## src/rtl/axis_cfg_sender_pkg.sv

```systemverilog
// Shared config-link definitions: FSM states, default frame geometry and index sizing.
package axis_cfg_sender_pkg;

    localparam int unsigned DEF_DATA_WIDTH = 32;
    localparam int unsigned DEF_NUM_WORDS  = 5;

    // Word index width for a frame of n words (at least one bit).
    function automatic int unsigned idx_width(input int unsigned n);
        return (n > 1) ? int'($clog2(n)) : 1;
    endfunction

    localparam int unsigned DEF_IDX_W = idx_width(DEF_NUM_WORDS);

    typedef enum logic [0:0] {
        ST_IDLE = 1'b0,
        ST_SEND = 1'b1
    } cfg_state_e;

endpackage

```

## src/rtl/axis_cfg_sender.sv

```systemverilog
// Streams a captured config image out as an AXI-Stream frame (LSW first) and
// captures status words returned on an independent AXI-Stream slave port.
module axis_cfg_sender
    import axis_cfg_sender_pkg::*;
#(
    parameter int unsigned DATA_WIDTH = DEF_DATA_WIDTH,
    parameter int unsigned NUM_WORDS  = DEF_NUM_WORDS
) (
    input  logic                            clk,
    input  logic                            areset,
    input  logic [DATA_WIDTH*NUM_WORDS-1:0] cfg_in,
    input  logic                            cfg_load,
    output logic [DATA_WIDTH-1:0]           m_axis_tdata,
    output logic                            m_axis_tvalid,
    input  logic                            m_axis_tready,
    output logic                            m_axis_tlast,
    input  logic [DATA_WIDTH-1:0]           s_axis_tdata,
    input  logic                            s_axis_tvalid,
    output logic                            s_axis_tready,
    output logic [DATA_WIDTH-1:0]           status,
    output logic                            status_valid,
    output logic                            busy,
    output logic                            done,
    output logic [7:0]                      overrun_cnt
);

    localparam int unsigned IDX_W = idx_width(NUM_WORDS);
    localparam int unsigned IMG_W = DATA_WIDTH * NUM_WORDS;
    localparam logic [IDX_W-1:0] LAST_IDX = IDX_W'(NUM_WORDS - 1);

    cfg_state_e             state_q;
    cfg_state_e             state_d;
    logic [IDX_W-1:0]       idx_q;
    logic [IDX_W-1:0]       idx_d;
    logic [IMG_W-1:0]       shadow_q;
    logic [IMG_W-1:0]       shadow_d;
    logic                   done_d;
    logic                   overrun_inc_c;
    logic                   tx_hs_c;
    logic [DATA_WIDTH-1:0]  word_d;

    assign tx_hs_c = m_axis_tvalid & m_axis_tready;
    assign busy    = (state_q == ST_SEND);
    assign word_d  = shadow_d[32'(idx_d) * DATA_WIDTH +: DATA_WIDTH];

    // Next-state logic: frame start, word advance, back-to-back reload, overrun detection.
    always_comb begin
        state_d       = state_q;
        idx_d         = idx_q;
        shadow_d      = shadow_q;
        done_d        = 1'b0;
        overrun_inc_c = 1'b0;
        case (state_q)
            ST_IDLE: begin
                if (cfg_load) begin
                    shadow_d = cfg_in;
                    idx_d    = '0;
                    state_d  = ST_SEND;
                end
            end
            ST_SEND: begin
                if (tx_hs_c && (idx_q == LAST_IDX)) begin
                    done_d = 1'b1;
                    idx_d  = '0;
                    // A load coinciding with the final handshake chains a new frame.
                    if (cfg_load) begin
                        shadow_d = cfg_in;
                    end else begin
                        state_d = ST_IDLE;
                    end
                end else begin
                    if (tx_hs_c) begin
                        idx_d = idx_q + IDX_W'(1);
                    end
                    if (cfg_load) begin
                        overrun_inc_c = 1'b1;
                    end
                end
            end
            default: begin
                state_d = ST_IDLE;
                idx_d   = '0;
            end
        endcase
    end

    // FSM state, word index and shadow image registers.
    always_ff @(posedge clk or posedge areset) begin
        if (areset) begin
            state_q  <= ST_IDLE;
            idx_q    <= '0;
            shadow_q <= '0;
        end else begin
            state_q  <= state_d;
            idx_q    <= idx_d;
            shadow_q <= shadow_d;
        end
    end

    // Registered master-stream outputs; data only reloads while a frame is active.
    always_ff @(posedge clk or posedge areset) begin
        if (areset) begin
            m_axis_tdata  <= '0;
            m_axis_tvalid <= 1'b0;
            m_axis_tlast  <= 1'b0;
            done          <= 1'b0;
        end else begin
            m_axis_tvalid <= (state_d == ST_SEND);
            m_axis_tlast  <= (state_d == ST_SEND) && (idx_d == LAST_IDX);
            done          <= done_d;
            if (state_d == ST_SEND) begin
                m_axis_tdata <= word_d;
            end
        end
    end

    // Saturating count of loads rejected mid-frame.
    always_ff @(posedge clk or posedge areset) begin
        if (areset) begin
            overrun_cnt <= '0;
        end else if (overrun_inc_c && (overrun_cnt != 8'hFF)) begin
            overrun_cnt <= overrun_cnt + 8'd1;
        end
    end

    // Status receiver, independent of the transmit FSM; always ready out of reset.
    always_ff @(posedge clk or posedge areset) begin
        if (areset) begin
            s_axis_tready <= 1'b0;
            status        <= '0;
            status_valid  <= 1'b0;
        end else begin
            s_axis_tready <= 1'b1;
            status_valid  <= s_axis_tvalid & s_axis_tready;
            if (s_axis_tvalid && s_axis_tready) begin
                status <= s_axis_tdata;
            end
        end
    end

endmodule
```

## config.mk

```make
export PLATFORM = sky130hd
export DESIGN_NAME = axis_cfg_sender
export DESIGN_NICKNAME = d
export VERILOG_FILES = /design/src/rtl/axis_cfg_sender_pkg.sv /design/src/rtl/axis_cfg_sender.sv
export SDC_FILE = /design/constraint.sdc
export NUM_CORES = 1
export LEC_CHECK = 0
export BUFFER_PORTS_ARGS = -buffer_cell sky130_fd_sc_hd__buf_2
export CAP_MARGIN = 15
export CORE_MARGIN = 8
export CORE_UTILIZATION = 53
export DETAILED_ROUTE_END_ITERATION = 12
export GPL_TIMING_DRIVEN = 0
export PLACE_DENSITY = 0.87
export SYNTH_ARGS = -nofsm -noshare
export SYNTH_HDL_FRONTEND = slang
export SYNTH_SLANG_ARGS = --single-unit
```

## constraint.sdc

```tcl
create_clock -name clk -period 10.4 [get_ports clk]
set_input_delay 2.08 -clock clk [delete_from_list [all_inputs] [get_ports clk]]
set_output_delay 2.08 -clock clk [all_outputs]
set_load 0.005 [all_outputs]
```

; ---- Yosys cells after proc, flatten, opt, wreduce, memory -nomap -nowiden
; Cells that the tools add are included.
; Widths: inputs -> output; s select.
[word_totals]
regBits = 240
elab_cells = 37
[op_classes]
addsub = 2
eq_ne = 3
n_shift = 1
muxes = 14
n_bitwise = 3
n_reduce_logical = 4
[ops]
columns = op, count
row1 = $mux 160, 2
row2 = $pmux 160 s2, 1
row3 = $shiftx 160x9->32, 1
row4 = $mux 3, 3
row5 = $add 8x1->8 const B, 1
row6 = $ne 8x8->1 const B, 1
row7 = $eq 3x3->1 const B, 2
row8 = $mux 1, 6
row9 = $pmux 3 s2, 1
row10 = $logic_and 1x1->1, 4
row11 = $add 3x1->3 const B, 1
row12 = $and 1x1->1, 2
row13 = $pmux 1 s2, 1
row14 = $not 1->1, 1

; ---- Logic depth before layout (Yosys ltp)
; Gate-level depths: netlist (run 1).
[depth]
ltp_word = 6
mapped_depth = 9
mapped_depth_nobuf = 7

; ---- Least setup slack after synthesis (run 1)
; Ideal clock, no wire load.
[synth_timing]
kind = in2reg
start = in m_axis_tready
end = reg m_axis_tdata[0]
setup_ps = 126
arrival_time_ps = 3362
setup_slack_ps = 6912
path_stages = 7
path_cell_list = and2_1 > a22oi_2 > buf_6 > buf_6 > mux2i_1 > o21ai_1 > a221o_1
[synth_between]
elab_chain_len = 5
elab_cells_between_ends = 10
[synth_rtl]
columns = item, line
row1 = "start, declared", axis_cfg_sender.sv:15  ; input logic m_axis_tready,
row2 = $and 1x1->1 (*), axis_cfg_sender.sv:42  ; assign tx_hs_c = m_axis_tvalid & m_axis_tready;
row3 = $mux 3 or $logic_and 1x1->1 (tied branches), "axis_cfg_sender.sv:72, axis_cfg_sender.sv:62"
row4 = $mux 3 or $mux 160 (tied branches), axis_cfg_sender.sv:62  ; if (tx_hs_c && (idx_q == LAST_IDX)) begin
row5 = $pmux 3 s2 or $pmux 160 s2 (tied branches), axis_cfg_sender.sv:53  ; case (state_q)
row6 = $shiftx 160x9->32, axis_cfg_sender.sv:44  ; assign word_d = shadow_d[32'(idx_d) * DATA_WIDTH +: DATA_WIDTH];
row7 = "end signal, assigned", axis_cfg_sender.sv:112  ; m_axis_tdata <= word_d;
row8 = "end, declared", axis_cfg_sender.sv:13  ; output logic [DATA_WIDTH-1:0] m_axis_tdata,
; Mark *: on every way between the ends. The rest lies on a longest branch, timed or not.
; A chain may end at the register's enable or synchronous reset.

; ---- Worst setup path in the final report (run 1)
[layout_timing]
start = in m_axis_tready
end = reg shadow_q[57]
[layout_between]
elab_chain_len = 4
[layout_rtl]
columns = item, line
row1 = $and 1x1->1, axis_cfg_sender.sv:42
row2 = $logic_and 1x1->1, axis_cfg_sender.sv:62
row3 = $mux 160, axis_cfg_sender.sv:62
row4 = $pmux 160 s2, axis_cfg_sender.sv:53
row5 = net shadow_d[57], axis_cfg_sender.sv:36  ; logic [IMG_W-1:0] shadow_d;
row6 = "end signal, assigned", axis_cfg_sender.sv:96  ; shadow_q <= shadow_d;
row7 = "end, declared", axis_cfg_sender.sv:35  ; logic [IMG_W-1:0] shadow_q;
; The timed path passes the listed nets, and every way through them passes these cells.

==> impl_metrics.tcl, run 1 <==
set metrics [dict create \
    status "finished clean" \
    fin_cells 1589 \
    hold_start "shadow_q[45]" \
    cp_slowest_cell "clkbuf_1" \
    hold_path.class "flop to flop" \
    die_w_microns 155.3 \
    wl_per_cell_microns 18.38 \
    dr.pass1.iters 5 \
    dr.first_iter.drc_count 542 \
    synthMostInstantiatedCell "nand2_1" \
    cts_tree "done" \
    grt_antenna_before_repair 6 \
    worstPathArrival_ps 4070 \
    postCtsHoldBufs 0 \
    rsz0062_at_grt "false" \
    crit_start "m_axis_tready" \
    synth-compound-area-share_pct 7.901 \
    start_util_pct 53.33 \
    p_clk_share_pct 24.0 \
    finalHoldViolCount 0 \
    power_density_nw_per_um2 289.5 \
    r2r-end "shadow_q[57]" \
    hold_end "shadow_q[45]" \
    critPathMaxStageDelay_ps 610 \
    area_growth_pct 25.15 \
    p_int_mw 2.432 \
    grt_overflow 0 \
    p_switching_mw 1.291 \
    final_core_util_pct 66.74 \
    fillers 1496 \
    gr-usage-all-layers_pct 24.01 \
    worstSetupEndpointType "flop" \
    cts.sinks 240 \
    ys_ff_latch 240 \
    p_leak_nw 6.981 \
    ys.flop_type "dfrtp_1" \
    crit_buf_inv 3 \
    synth-adder-area-share_pct 0.3652 \
    dieArea_sq_um 24100 \
    wirelength_microns 29210 \
    final.setup.tns_ps 0 \
    crit_top_cell "nand2_1" \
    routed_via_density 5.313 \
    synth_simple_gate_area_share_pct 15.36 \
    synthCells 1000 \
    critPathRequiredTime_ps 10850 \
    max_freq_mhz 276.6 \
    grt_max_degree 138 \
    synth_top_area_share_pct 58.44 \
    cp_cell_sequence "buf_2 -> nand3_2 -> a21oi_2 -> clkbuf_1 -> buf_1 -> nand2_1 -> nand2_1" \
    rows 51 \
    slew_headroom_pct 45.49 \
    synth_seq_area_share_pct 58.44 \
    tightest_slew_ps 817.6 \
    r2r_cells 8 \
    drive_above_1_share_pct 28.08 \
    report.power.total_mw 3.723 \
    cp-start-kind "input pin" \
    holdWs_ps 471.2 \
    muxShareOfSynthArea_pct 12.95 \
    comb_power_share_pct 35.0 \
    ys_types 36 \
    finalClockSkew_ps 6.677 \
    fin_crit_sh_pct 34.76 \
    synth_top_family_by_area "simple AND/OR/NAND/NOR gates" \
    seqPwrFrac_pct 41.0 \
    post_cts_resized 0 \
    synth_common_cells "392 x nand2_1, 240 x dfrtp_1, 97 x mux2i_1" \
    cts_buffers 26 \
    dp_slack_ps 6260 \
    ios 275 \
    gp_congestion 0.8260 \
    fin_area_sq_um 12860 \
    worstHoldPathCells 2 \
    nets 1503 \
    synth-async-reset-ratio_pct 100.0 \
    synth_warnings 0 \
    portBuffers 274 \
    syn_avg_cell_area_sq_um 10.28 \
    synth_edf_count 0 \
    setup_ws_ps 6785 \
    synth.cell_area_sq_um 10280 \
    synthXorXnorAreaFrac_pct 0.5965 \
    critical_path_class "input pin to flop" \
    fin_crit_ps 3615 \
    final-setup-viol-count 0 \
    clock_latency_ps 520 \
    dp.cells 1540 \
    maxSlewViolCount 0 \
    max-vdd-ir-drop_v 0.0002060 \
    cp.depth 7 \
    antenna_left 0 \
    hpwlAfterDp_microns 21010 \
    post_cts_buffers 0 \
    maxCapViolCount 0 \
    htreeDepth 1 \
    core_region_area_sq_um 19270 \
    r2r_start "idx_q[0]" \
    grt_pass1_wl_microns 46060 \
    die_h_microns 155.3 \
    cts_root_buffer "clkbuf_16" \
    synth.net_count 1200 \
    grt_pass1_vias 9093 \
    placed_cell_area_sq_um 12020 \
    yosys.area.top_type "dfrtp_1" \
    clk_pin_slew_ps 60 \
    synth_area_leaders "dfrtp_1 58%, nand2_1 14%, mux2i_1 9.4%" \
    worstPathMaxFanout 10 \
    drc_errors 0 \
    r2r_slack_ps 7710 \
    cts_buffer_depth 3 \
    switching_share_pct 34.68 \
    vias 8443 \
    crit_family "buffers and inverters" \
]
placed cells by master, fill, tap and decap left out, types with 3 or more instances in the layout:
master	instances
buf_6	6
o21ai_1	17
xnor2_1	4
o21ai_0	17
o22ai_1	32
xor2_1	3
buf_4	3
a221o_1	32
ha_1	3
diode_2	3
buf_1	6
a21o_1	3
clkbuf_1	40
nand3_1	4
mux2_2	32
inv_1	41
nand2_1	392
clkbuf_8	6
buf_2	286
mux2i_1	97
clkbuf_16	27
dfrtp_1	240
area by class of cell:
| cell class | instances | area (sq um) | area share (%) |
|---|---|---|---|
| Antenna cell | 3 | 7.507 | 0.05837 |
| Buffer | 58 | 289.0 | 2.247 |
| Clock buffer | 42 | 792.0 | 6.158 |
| Clock inverter | 4 | 47.55 | 0.3697 |
| Inverter | 42 | 165.2 | 1.284 |
| Multi-Input combinational cell | 660 | 3825 | 29.74 |
| Sequential cell | 240 | 6006 | 46.69 |
| Tap cell | 265 | 331.6 | 2.578 |
| Timing Repair Buffer | 275 | 1399 | 10.88 |
power groups by stage:
stage          combinational, mW  sequential, mW  clock (mW)
2_1_floorplan              0.892            1.49           0
3_3_place_gp                1.23            1.51           0
3_5_place_dp                1.30            1.53           0
4_1_cts                     1.31            1.52       0.911
5_1_grt                     1.45            1.56       0.945
6_report                    1.30            1.53       0.895
worst max-delay path by stage:
stage / end / slack, ps
detailed placement: shadow_q[56] / 6260
finish: shadow_q[57] / 6780
CTS: shadow_q[57] / 6800
floorplan: done / 1730
global route: shadow_q[56] / 6680
global placement: shadow_q[98] / -620
tightest hold or removal path, delay by kind of cell, from the launching register on:
family,cells,cell delay [ps]
flip-flops,1,340
AND/OR/NAND/NOR,2,100
layer usage:
layer	share of wire, %	track usage (%)	up-vias
met4	4.8	12.20	6
met1	40	28.89	4092
li1	-	-	3920
met3	6.0	4.632	94
met5	0.14	0	-
met2	49	40.68	331
cells by family after synthesis:
family                   count (synthesis)
flip-flops                             240
XOR/XNOR                                 7
adder cells (fa/ha/maj)                  3
AND/OR/NAND/NOR                        409
multiplexers                           129
buffers and inverters                  100
other                                    1
AO/OA/AOI/OAI                          111
state kept, by name, summed over array words and instances, names as in the netlist:
signal	flops
status_valid	1
status	32
s_axis_tready	1
m_axis_tlast	1
m_axis_tdata	32
done	1
shadow_q	160
idx_q	3
overrun_cnt	8
m_axis_tvalid	1
Note: power is estimated with default switching activity, not from simulation.
==> inputs of run 2 (changes only) <==
--- a/config.mk
+++ b/config.mk
@@ -5,10 +5,11 @@
 export SDC_FILE = /design/constraint.sdc
 export NUM_CORES = 1
 export LEC_CHECK = 0
+export ABC_AREA = 1
 export BUFFER_PORTS_ARGS = -buffer_cell sky130_fd_sc_hd__buf_2
 export CAP_MARGIN = 15
 export CORE_MARGIN = 8
-export CORE_UTILIZATION = 53
+export CORE_UTILIZATION = 55
 export DETAILED_ROUTE_END_ITERATION = 12
 export GPL_TIMING_DRIVEN = 0
 export PLACE_DENSITY = 0.87
==> constraint.sdc (replaced) <==
create_clock -name clk -period 3.5 [get_ports clk]
set_input_delay 0.7 -clock clk [delete_from_list [all_inputs] [get_ports clk]]
set_output_delay 0.7 -clock clk [all_outputs]
set_load 0.005 [all_outputs]
==> run 2 against run 1 <==
Effect of this change:
- critical path depth up 5
- sequential cell count unchanged
- cell count is 67% higher
- largest cell class unchanged
- area after synthesis rose by 31%
==> impl_metrics.tcl, run 2 <==
set metrics [dict create \
    status "finished clean" \
    crit_start "idx_q[0]" \
    synth.cell_area_sq_um 13450 \
    grt_overflow 0 \
    final_core_util_pct 66.98 \
    dieArea_sq_um 29710 \
    htreeDepth 1 \
    gr-usage-all-layers_pct 28.28 \
    core_region_area_sq_um 24180 \
    post_cts_buffers 0 \
    max_freq_mhz 392.9 \
    start_util_pct 55.62 \
    rsz0062_at_grt "false" \
    critPathRequiredTime_ps 3960 \
    critical_path_class "flop to flop" \
    final-setup-viol-count 0 \
    dr.first_iter.drc_count 1629 \
    dr.pass1.iters 8 \
    ys.flop_type "dfrtp_1" \
    grt_pass1_wl_microns 66400 \
    synth_area_leaders "dfrtp_1 45%, nand2_1 25%, inv_1 9.3%" \
    finalHoldViolCount 0 \
    top_register "shadow_q" \
    nets 2516 \
    postCtsHoldBufs 0 \
    maxCapViolCount 0 \
    slew_headroom_pct 60.17 \
    fillers 2087 \
    dp.cells 2612 \
    wl_per_cell_microns 16.13 \
    worstPathMaxFanout 10 \
    comb_power_share_pct 49.7 \
    final_cell_mix "887 x nand2_1, 343 x buf_2, 333 x inv_1, 240 x dfrtp_1, 197 x nand3_1" \
    cts_root_buffer "clkbuf_16" \
    ios 275 \
    synth_warnings 0 \
    hold_path.class "input pin to async pin" \
    r2r_start "idx_q[0]" \
    cts_buffer_depth 3 \
    grt_pass1_vias 13443 \
    maxSlewViolCount 0 \
    yosys.area.top_type "dfrtp_1" \
    cts_buffers 26 \
    worstSetupEndpointType "flop" \
    report.power.total_mw 14.34 \
    synth_top_area_share_pct 44.66 \
    synthCells 2009 \
    area_growth_pct 20.43 \
    clk_pin_slew_ps 60 \
    ys_ff_latch 240 \
    p_leak_nw 9.796 \
    antenna_left 0 \
    grt_antenna_before_repair 5 \
    rows 57 \
    synth_common_cells "887 x nand2_1, 334 x inv_1, 240 x dfrtp_1" \
    fin_cells 2658 \
    worstPathArrival_ps 3000 \
    largest_register_ffs 160 \
    vias 13801 \
    ys_types 27 \
    max-vdd-ir-drop_v 0.0003882 \
    p_switching_mw 6.429 \
    synth.net_count 2209 \
    drc_errors 0 \
    clock_latency_ps 540 \
    top_regs "shadow_q: 160 flops, m_axis_tdata: 32 flops, status: 32 flops" \
    die_h_microns 172.4 \
    synth_seq_area_share_pct 44.66 \
    fin_area_sq_um 16190 \
    placed_cell_area_sq_um 15340 \
    post_cts_resized 0 \
    gp_congestion 0.9296 \
    die_w_microns 172.4 \
    fin_crit_ps 2546 \
    tightest_slew_ps 597.5 \
    finalClockSkew_ps 24.72 \
    hpwlAfterDp_microns 32300 \
    portBuffers 273 \
    final_common_cell "nand2_1" \
    fin_crit_sh_pct 72.73 \
    seqPwrFrac_pct 30.9 \
    cts.sinks 240 \
    p_clk_share_pct 19.4 \
    drive_above_1_share_pct 17.88 \
    synth_edf_count 0 \
    cts_tree "done" \
    cp-start-kind "flop" \
    p_int_mw 7.911 \
    synth-async-reset-ratio_pct 100.0 \
    holdWs_ps 203.0 \
    synthMostInstantiatedCell "nand2_1" \
    power_density_nw_per_um2 885.5 \
    switching_share_pct 44.83 \
    routed_via_density 5.192 \
    syn_avg_cell_area_sq_um 6.693 \
    grt_max_degree 44 \
    wirelength_microns 42880 \
]
## run 2: changes by cell type after synthesis, sizes merged, moves of 30 or more
cell	previous run	this run
nor2	1	110
o22ai	32	0
buf	27	87
o21ai	34	4
o21a	0	63
nand2	392	890
a221o	32	0
mux2i	97	0
mux2	32	0
nand3	6	198
inv	42	340
## run 2: cell families after synthesis
logic type / after synthesis / share of synthesized area, %
flops: 240 / 44.66
simple gates: 1203 / 35.72
other cells: 1 / 0.02789
buf+inv: 454 / 13.72
fa+ha+maj: 3 / 0.2792
xor+xnor: 7 / 0.4560
compound gates: 101 / 5.136
## run 2: path summary, 6_finish.rpt
check,to,slack (ps),cells after the start
worst max-delay path,m_axis_tdata[15],950,12
worst min-delay path,shadow_q[64],200,2
worst max register to register,m_axis_tdata[15],950,12
worst min register to register,shadow_q[150],470,2
max in group asynchronous,status[4],2100,5
min in group clk,status[27],370,3
## run 2: layout make-up
class                           count  area, sq um  area share [%]
Sequential cell                   240         6006           37.09
Multi-Input combinational cell   1315         5597           34.56
Timing Repair Buffer              279         1486           9.179
Inverter                          340         1280           7.904
Clock buffer                       38        767.0           4.736
Buffer                            114        568.0           3.508
Tap cell                          324        405.4           2.503
Clock inverter                      6        80.08          0.4945
Antenna cell                        2        5.005         0.03090
## run 2: critical path: stages (launching register included)
cell	delay, ps
dfrtp_1	420
inv_1	80
ha_1	190
nand2_1	160
nor2_2	90
nor2_2	220
nand2_1	100
nand2_2	260
buf_1	410
nand3_1	210
nand2_1	110
nand2_1	130
nand2_1	90
## run 2: metrics by stage
stage | TNS, ps | setup WS (ps)
after floorplan | -83480 | -347.8
after global placement | -426050 | -1800
after detailed placement | 0 | 1050
after CTS | 0 | 1110
after global routing | 0 | 854.6
final | 0 | 954.5
## run 2: power by group through the flow
stage          clock [mW]  combinational [mW]  sequential [mW]
2_1_floorplan           0                4.72             4.37
3_3_place_gp            0                6.58             4.42
3_5_place_dp            0                6.86             4.45
4_1_cts              2.80                6.96             4.41
5_1_grt              2.91                7.91             4.51
6_report             2.78                7.13             4.43
## run 2: metal layers
| metal | part of all wire, % | global-route usage (%) | vias up |
|---|---|---|---|
| li1 | - | - | 6568 |
| met1 | 39 | 35.86 | 6359 |
| met2 | 46 | 45.28 | 744 |
| met3 | 10 | 6.301 | 126 |
| met4 | 4.6 | 13.68 | 4 |
| met5 | 0.054 | 0 | - |
==> inputs of run 3 (changes only) <==
--- a/config.mk
+++ b/config.mk
@@ -9,10 +9,10 @@
 export BUFFER_PORTS_ARGS = -buffer_cell sky130_fd_sc_hd__buf_2
 export CAP_MARGIN = 15
 export CORE_MARGIN = 8
-export CORE_UTILIZATION = 55
+export CORE_UTILIZATION = 50
 export DETAILED_ROUTE_END_ITERATION = 12
 export GPL_TIMING_DRIVEN = 0
-export PLACE_DENSITY = 0.87
+export PLACE_DENSITY = 0.84
 export SYNTH_ARGS = -nofsm -noshare
 export SYNTH_HDL_FRONTEND = slang
 export SYNTH_SLANG_ARGS = --single-unit
==> constraint.sdc (replaced) <==
create_clock -name clk -period 2.2 [get_ports clk]
set_input_delay 0.44 -clock clk [delete_from_list [all_inputs] [get_ports clk]]
set_output_delay 0.44 -clock clk [all_outputs]
set_load 0.005 [all_outputs]
==> run 3 against run 2 <==
Effect of this change:
- the run now ends with negative setup slack left
- worst setup slack got worse by 980 ps
- first-iteration DRC count fell by 5.2%
- power rose by 64%
- routed wire length rose by 0.90%
- sequential power rose by 59%
- critical path type unchanged
- critical endpoint is now m_axis_tdata[26]
- highest routed layer unchanged
==> impl_metrics.tcl, run 3 (synthesis results as in run 2) <==
set metrics [dict create \
    status "finished, violations left" \
    violations "negative setup slack" \
    finalHoldViolCount 0 \
    top_regs "shadow_q: 160 flops, m_axis_tdata: 32 flops, status: 32 flops" \
    fillers 2377 \
    final.setup.tns_ps -27.32 \
    largest_register_ffs 160 \
    routed_via_density 5.042 \
    setup_ws_ps -27.32 \
    core_region_area_sq_um 26650 \
    nets 2529 \
    critPathRequiredTime_ps 2630 \
    tightest_slew_ps 655.3 \
    cts_buffers 27 \
    worstPathArrival_ps 2660 \
    power_density_nw_per_um2 1416 \
    final_common_cell "nand2_1" \
    portBuffers 273 \
    met2_usage_pct 43.48 \
    max-vdd-ir-drop_v 0.0006439 \
    clock_latency_ps 540 \
    dr.first_iter.drc_count 1545 \
    antenna_left 0 \
    grt_max_degree 43 \
    globalRouteMet1Util_pct 32.99 \
    report.power.total_mw 23.51 \
    clk_pin_slew_ps 60 \
    layout.area.seq_sq_um 6006 \
    r2r_start "idx_q[0]" \
    cts.sinks 240 \
    placed_cell_area_sq_um 15360 \
    final-setup-viol-count 1 \
    top_register "shadow_q" \
    fin_area_sq_um 16600 \
    vias 13558 \
    die_w_microns 180.0 \
    worstPathMaxFanout 10 \
    worstSetupEndpointType "flop" \
    maxSlewViolCount 0 \
    die_h_microns 180.0 \
    max_freq_mhz 449.0 \
    gr-max-usage-layer "met2" \
    htreeDepth 1 \
    final_core_util_pct 62.31 \
    p_leak_nw 10.02 \
    area_growth_pct 23.49 \
    grt_overflow 0 \
    dr.pass1.iters 8 \
    grt_pass1_wl_microns 68200 \
    drive_above_1_share_pct 19.93 \
    hold_start "s_axis_tdata[20]" \
    cts_tree "done" \
    grt_pass1_vias 13551 \
    cp_cell_sequence "inv_1 -> ha_1 -> nand2_2 -> nor2_4 -> nor2_4 -> nand2_2 -> nand2_4 -> inv_2 -> clkbuf_4 -> nand3_1 -> nand2_1 -> nand2_1 -> nand2_1" \
    cp_slowest_cell "dfrtp_1" \
    critPathMaxStageDelay_ps 380 \
    gp_congestion 0.9248 \
    cts_buffer_depth 3 \
    fin_crit_ps 2227 \
    fin_crit_sh_pct 101.2 \
    grt_antenna_before_repair 1 \
    final_cell_mix "881 x nand2_1, 333 x inv_1, 317 x buf_2, 240 x dfrtp_1, 187 x nand3_1" \
    rsz0062_at_grt "true" \
    hpwlAfterDp_microns 32850 \
    start_util_pct 50.46 \
    wirelength_microns 43270 \
    hold_path.class "input pin to flop" \
    drc_errors 0 \
    ios 275 \
    dp.cells 2629 \
    wl_per_cell_microns 16.09 \
    grt_util_met3_pct 4.798 \
    antenna_cells 0 \
    dieArea_sq_um 32400 \
    r2r_cells 13 \
    worstHoldPathCells 3 \
    rows 60 \
    maxCapViolCount 0 \
    finalClockSkew_ps 10.31 \
    r2r-end "m_axis_tdata[26]" \
    crit_top_cell "nand2_1" \
    r2r_slack_ps -30 \
    gr-usage-all-layers_pct 25.89 \
    hold_end "status[20]" \
    multi_input_area_sq_um 5677 \
    fin_cells 2689 \
    critical_path_class "flop to flop" \
    cp-start-kind "flop" \
    cts_root_buffer "clkbuf_16" \
    slew_headroom_pct 56.32 \
]
[run 3: changes by cell type in the layout (fill, tap and decap cells not counted), sizes merged]
cell	previous run	this run
dlygate4sd3	0	1
clkinv	4	7
diode	2	0
clkbuf	65	74
buf	366	368
inv	339	340
[run 3: layout make-up]
| class | count | area share, % |
|---|---|---|
| Inverter | 340 | 7.709 |
| Sequential cell | 240 | 36.17 |
| Buffer | 114 | 4.363 |
| Tap cell | 341 | 2.570 |
| Clock buffer | 38 | 4.800 |
| Timing Repair Buffer | 291 | 9.509 |
| Multi-Input combinational cell | 1315 | 34.19 |
| Clock inverter | 10 | 0.6932 |
[run 3: power by group]
group          switching [mW]  leakage (nW)  internal, mW  total (mW)
clock                    1.85         0.459          2.76        4.61
sequential              0.721          2.78          6.31        7.04
combinational            7.80          6.78          4.06        11.9
total                    10.4          10.0          13.1        23.5
[run 3: metal layers]
| layer | wire length, microns | up-vias |
|---|---|---|
| li1 | - | 6600 |
| met1 | 17860 | 6223 |
| met3 | 3548 | 106 |
| met4 | 1433 | 2 |
| met5 | 11 | - |
| met2 | 20410 | 627 |
[run 3: through the flow]
stage | hold slack, ps | setup slack (ps)
after floorplan | 438.6 | -1388
after global placement | 452.9 | -2918
after detailed placement | 388.8 | -177.4
after CTS | 75.66 | -3.934
after global routing | 96.37 | -49.74
final | 89.41 | -27.32
[run 3: worst max-delay path by stage]
| stage | from | end | cells past startpoint | slack [ps] |
|---|---|---|---|---|
| 2_1_floorplan | areset | done | 1 | -1390 |
| 3_3_place_gp | areset | status_valid | 2 | -2920 |
| 3_5_place_dp | idx_q[0] | m_axis_tdata[14] | 12 | -180 |
| 4_1_cts | idx_q[0] | m_axis_tdata[29] | 14 | -4 |
| 5_1_grt | idx_q[0] | m_axis_tdata[16] | 13 | -50 |
| 6_report | idx_q[0] | m_axis_tdata[26] | 13 | -30 |
[run 3: what timing repair did]
action,in CTS,in global routing
resized for setup,26,73
gates cloned,0,0
endpoints found under the setup margin,32,32
pin swaps,2,3
buffers inserted,5,6
hold buffers,1,0
endpoints found under the hold margin,6,0
[run 3: worst max-delay path, delay by kind of cell, from the launching register on]
family	cells	cell delay, ps
adders and majority gates	1	210
DFF	1	380
and+or+nand+nor	9	1110
buffers and inverters	3	390
